File: src/rtl/mem_arbiter.sv
// Two-port arbiter/sequencer for a single-port 8K x 8 memory with registered read and level-sensitive write.
// Optional macro MEM_ARB_RR_EN selects round-robin arbitration; fixed priority (port 0 first) otherwise.
module mem_arbiter #(
    parameter int ADDR_W = 13,
    parameter int DATA_W = 8
) (
    input  logic              clock,
    input  logic              reset,
    input  logic              req0,
    input  logic              we0,
    input  logic [ADDR_W-1:0] addr0,
    input  logic [DATA_W-1:0] wdata0,
    output logic              ack0,
    input  logic              req1,
    input  logic              we1,
    input  logic [ADDR_W-1:0] addr1,
    input  logic [DATA_W-1:0] wdata1,
    output logic              ack1,
    output logic [DATA_W-1:0] rdata,
    output logic              busy,
    output logic              memRead,
    output logic              memWrite,
    output logic [ADDR_W-1:0] addressMem,
    output logic [DATA_W-1:0] dataMem,
    input  logic [DATA_W-1:0] memOut
);

    typedef enum logic [2:0] {
        IDLE    = 3'd0,
        RD      = 3'd1,
        RD_DONE = 3'd2,
        WR      = 3'd3,
        WR_DONE = 3'd4
    } state_e;

    state_e              state_q, state_d;
    logic                grant_s, win_s, win_we_s, done_s;
    logic [ADDR_W-1:0]   win_addr_s;
    logic [DATA_W-1:0]   win_data_s;
    logic                gnt_q, gnt_d;
    logic                mem_read_q, mem_read_d, mem_write_q, mem_write_d;
    logic                ack0_q, ack0_d, ack1_q, ack1_d, busy_q, busy_d;
    logic [ADDR_W-1:0]   addr_q, addr_d;
    logic [DATA_W-1:0]   data_q, data_d, rdata_q, rdata_d;

`ifdef MEM_ARB_RR_EN
    logic last_q, last_d;

    // Round-robin winner: on a tie the port not granted last time wins.
    always_comb begin
        if (req0 && req1) begin
            win_s = ~last_q;
        end else if (req0) begin
            win_s = 1'b0;
        end else begin
            win_s = 1'b1;
        end
        last_d = grant_s ? win_s : last_q;
    end

    // Last-grant pointer; reset reads as "port 1 last" so port 0 wins the first tie.
    always_ff @(posedge clock) begin
        if (reset) begin
            last_q <= 1'b1;
        end else begin
            last_q <= last_d;
        end
    end
`else
    // Fixed priority: port 0 wins whenever it requests.
    always_comb begin
        win_s = ~req0;
    end
`endif

    // Grant qualification and winner's request fields.
    always_comb begin
        grant_s    = (state_q == IDLE) && (req0 || req1);
        win_we_s   = win_s ? we1 : we0;
        win_addr_s = win_s ? addr1 : addr0;
        win_data_s = win_s ? wdata1 : wdata0;
    end

    // State register.
    always_ff @(posedge clock) begin
        if (reset) begin
            state_q <= IDLE;
        end else begin
            state_q <= state_d;
        end
    end

    // Next-state logic.
    always_comb begin
        state_d = state_q;
        case (state_q)
            IDLE: begin
                if (grant_s) begin
                    state_d = win_we_s ? WR : RD;
                end else begin
                    state_d = IDLE;
                end
            end
            RD:      state_d = RD_DONE;
            RD_DONE: state_d = IDLE;
            WR:      state_d = WR_DONE;
            WR_DONE: state_d = IDLE;
            default: state_d = IDLE;
        endcase
    end

    // Next values of the registered outputs; memory address/data move only on a grant.
    always_comb begin
        mem_read_d  = (state_d == RD);
        mem_write_d = (state_d == WR);
        busy_d      = (state_d != IDLE);
        done_s      = (state_q == RD_DONE) || (state_q == WR_DONE);
        ack0_d      = done_s && !gnt_q;
        ack1_d      = done_s && gnt_q;
        rdata_d     = (state_q == RD_DONE) ? memOut : rdata_q;
        if (grant_s) begin
            addr_d = win_addr_s;
            data_d = win_data_s;
            gnt_d  = win_s;
        end else begin
            addr_d = addr_q;
            data_d = data_q;
            gnt_d  = gnt_q;
        end
    end

    // Output registers; a reset that lands while memWrite is high keeps the address/data steady for that edge.
    always_ff @(posedge clock) begin
        if (reset) begin
            mem_read_q  <= 1'b0;
            mem_write_q <= 1'b0;
            ack0_q      <= 1'b0;
            ack1_q      <= 1'b0;
            busy_q      <= 1'b0;
            rdata_q     <= {DATA_W{1'b0}};
            gnt_q       <= 1'b0;
            if (mem_write_q) begin
                addr_q <= addr_q;
                data_q <= data_q;
            end else begin
                addr_q <= {ADDR_W{1'b0}};
                data_q <= {DATA_W{1'b0}};
            end
        end else begin
            mem_read_q  <= mem_read_d;
            mem_write_q <= mem_write_d;
            ack0_q      <= ack0_d;
            ack1_q      <= ack1_d;
            busy_q      <= busy_d;
            rdata_q     <= rdata_d;
            gnt_q       <= gnt_d;
            addr_q      <= addr_d;
            data_q      <= data_d;
        end
    end

    assign memRead    = mem_read_q;
    assign memWrite   = mem_write_q;
    assign addressMem = addr_q;
    assign dataMem    = data_q;
    assign ack0       = ack0_q;
    assign ack1       = ack1_q;
    assign busy       = busy_q;
    assign rdata      = rdata_q;

endmodule

File: config.mk
export PLATFORM = sky130hd
export DESIGN_NAME = mem_arbiter
export DESIGN_NICKNAME = d
export VERILOG_FILES = /design/src/rtl/mem_arbiter.sv
export SDC_FILE = /design/constraint.sdc
export NUM_CORES = 1
export LEC_CHECK = 0
export ABC_AREA = 0
export BUFFER_PORTS_ARGS = -buffer_cell sky130_fd_sc_hd__buf_2
export CAP_MARGIN = 20
export CORE_UTILIZATION = 35
export CTS_CLUSTER_SIZE = 10
export DETAILED_ROUTE_END_ITERATION = 8
export PLACE_DENSITY_LB_ADDON = 0.08
export SYNTH_ARGS = -nofsm -noshare
export SYNTH_HDL_FRONTEND = slang
export SYNTH_SLANG_ARGS = --single-unit
File: constraint.sdc
create_clock -name clock -period 6.1 [get_ports clock]
set_input_delay 0.61 -clock clock [delete_from_list [all_inputs] [get_ports clock]]
set_output_delay 0.61 -clock clock [all_outputs]
set_load 0.02 [all_outputs]
==> results.ini <==
[setup_path]
start_kind = input pin
setup.worst_path.start = req0
critPathKind = in -> reg
cp-end-kind = flop
crit_chain = buf_2 > o21ai_1 > mux2i_2 > buf_4
cp.arrival_ps = 1960
worstReg2RegStart = state_q[0]
worst-path-max-fanout = 26
ff2ff_path_depth = 4
crit_required_ps = 6080
crit_slowest_cell = buf_2
crit_buf_inv = 2
crit_family = buffers and inverters
critical_path_depth = 4
critPathMaxStageDelay_ps = 540

[floorplan]
core_area_um2 = 4140
start_util = 0.379
die-area_um2 = 4750
ioPinCount = 90
die_width_um = 69.0
placementRows = 23
die-height_um = 69.0

[drt]
dr.pass1.iters = 4
wire_per_inst_um = 12.6
via_per_inst = 4.64
detail-route-antenna-nets = 0
drc = 0
drtIter0Drc = 35
wirelength_mm = 3.41
vias = 1254

[layout]
drive_gt1_frac = 0.450
syn2layout_area_growth_pct = 38.8
seq_area_um2 = 971
final_nets = 275
nFillCells = 409
diodes = 0
final_common_cell = buf_2
multi_input_comb_area_um2 = 551
final_cell_mix = buf_2 (89), nor2_1 (32), mux2i_1 (30), edfxtp_1 (21), dfxtp_1 (17)

[sta]
drv_slew = 0
rsz0062_at_grt = false
timing.slew.headroom = 0.455
min_period_ps = 1980
holdWs_ps = 423
tns_ps = 0
hold_violations = 0
period_share = 0.325
fin_skew_ps = 5.55
setup_viol = 0
tightest_slew_ps = 814
fmax_ghz = 0.505

[pwr]
combinationalPowerShare = 0.199
p_clk_frac = 0.348
swShare = 0.259
powerDensity_nw_per_um2 = 325
p_leak_nw = 1.07
p_int_uw = 525
ir_drop_uv = 197
p_sw_uw = 183
pwr-share-seq = 0.452

[clocking]
root_buffer = clkbuf_8
cts_hold_buffers = 0
post-cts-setup-buffer-count = 0
clk_latency_ps = 290
cts_num_sinks = 38
ctsHtreeMaxLevel = 2
cts_resized = 0
tritoncts = built
clk_pin_slew_ps = 70
clock_path_buffers = 2
cts_buffers = 5

[place]
hpwlAfterDp_mm = 2.47
io_buffers = 89
place.gp.congestion = 0.726

[logic_synthesis]
synth.avg_cell_area_um2 = 12.1
synthMuxAreaShare = 0.198
synth_top_family_by_area = multiplexers
ys_types = 21
synth-compound-area-share = 0.0191
synthSimpleGateAreaFrac = 0.126
synth_fa_ha_area_frac = 0
syn_nets = 186
synth.area.top_cells = edfxtp_1 (40%), dfxtp_1 (22%), mux2i_1 (20%), nor2_1 (7.7%), nor3_1 (1.6%)
synth_seq_cells = 38
netlist_area_um2 = 1570
netlist.top_cell.by_area = edfxtp_1
yosys.area_share.xor_xnor = 0.00558
synth_top_area_frac = 0.402
ys_seq_area_frac = 0.619
yosysWarnings = 0
synthCells = 130

[global_route]
grt_pass1_wl_mm = 4.96
antenna_found_initial = 0
grt_use_total = 0.146
first_global_vias = 1160
grt_max_degree = 38
overflow = 0

[worst_hold_path]
hp-class = reg -> reg
min-delay-start = gnt_q
holdPathStages = 1

[run_status]
run_status = finished clean

[job]
maxCapViolations = 0

-- synthesized netlist by cell type (all sizes together) --
library cell   n
a211oi         1
inv            2
nor2          32
clkbuf         2
nand2          2
nor3b          2
edfxtp        21
nor3           5
o31ai          1
dfxtp         17
a21oi          2
buf            6
xnor2          1
o21ai          1
nand2b         1
mux2i         31
and2           1
or3            2
-- stage by stage --
stage | total power, mW | setup slack, ps | cells | util | instance area (um2)
3_5_place_dp | 0.469 | 3770 | 262 | 0.493 | 2040
5_1_grt | 0.742 | 4000 | 270 | 0.525 | 2180
4_1_cts | 0.718 | 4090 | 270 | 0.525 | 2180
6_report | 0.708 | 4120 | 270 | 0.525 | 2180
2_1_floorplan | 0.415 | 3670 | 130 | - | 1570
3_3_place_gp | 0.466 | 3850 | 262 | 0.493 | 2040
-- cells by family (layout without fill, tap and decap cells) --
kind of cell,count (synthesis),in the layout
buf+inv,10,100
simple gates,45,45
mux,31,31
xor+xnor,1,1
flops,38,38
compound gates,5,5
-- worst paths after layout --
check / end / slack (ps)
max reg2reg: addressMem[12] / 4400
min reg2reg: ack0 / 420
max: addressMem[12] / 4120
min: ack0 / 420
-- sequential cells by signal (all words and copies together), names as in the netlist --
| register | flops |
|---|---|
| addressMem | 13 |
| memRead | 1 |
| rdata | 8 |
| busy | 1 |
| memWrite | 1 |
| state_q | 3 |
| gnt_q | 1 |
| ack1 | 1 |
| ack0 | 1 |
| dataMem | 8 |
-- worst reg2reg max path: stages (launching register included) --
cell	delay, ps
dfxtp_1	370
nor3_1	290
o21ai_1	230
mux2i_2	210
buf_4	300
-- routing by layer --
metal  vias up  track usage  wire length, um
li1        628            -                -
met1       571        0.152             1390
met2        50        0.262             1680
met3         5       0.0543              283
met4         0       0.0612               48
met5         -            0                0
-- cell type report --
class / instances / share of cell area
Clock buffer: 5 / 0.0316
Clock inverter: 3 / 0.0293
Inverter: 2 / 0.00345
Multi-Input combinational cell: 82 / 0.253
Sequential cell: 38 / 0.446
Tap cell: 50 / 0.0287
Timing Repair Buffer: 90 / 0.208
-- power groups by stage --
| stage | Clock (mW) | Sequential [mW] | Combinational [mW] |
|---|---|---|---|
| 2_1_floorplan | 0 | 0.365 | 0.0500 |
| 3_3_place_gp | 0 | 0.326 | 0.140 |
| 3_5_place_dp | 0 | 0.326 | 0.143 |
| 4_1_cts | 0.254 | 0.320 | 0.144 |
| 5_1_grt | 0.264 | 0.324 | 0.154 |
| 6_report | 0.247 | 0.320 | 0.141 |
Note: power is estimated with default switching activity, not from simulation.
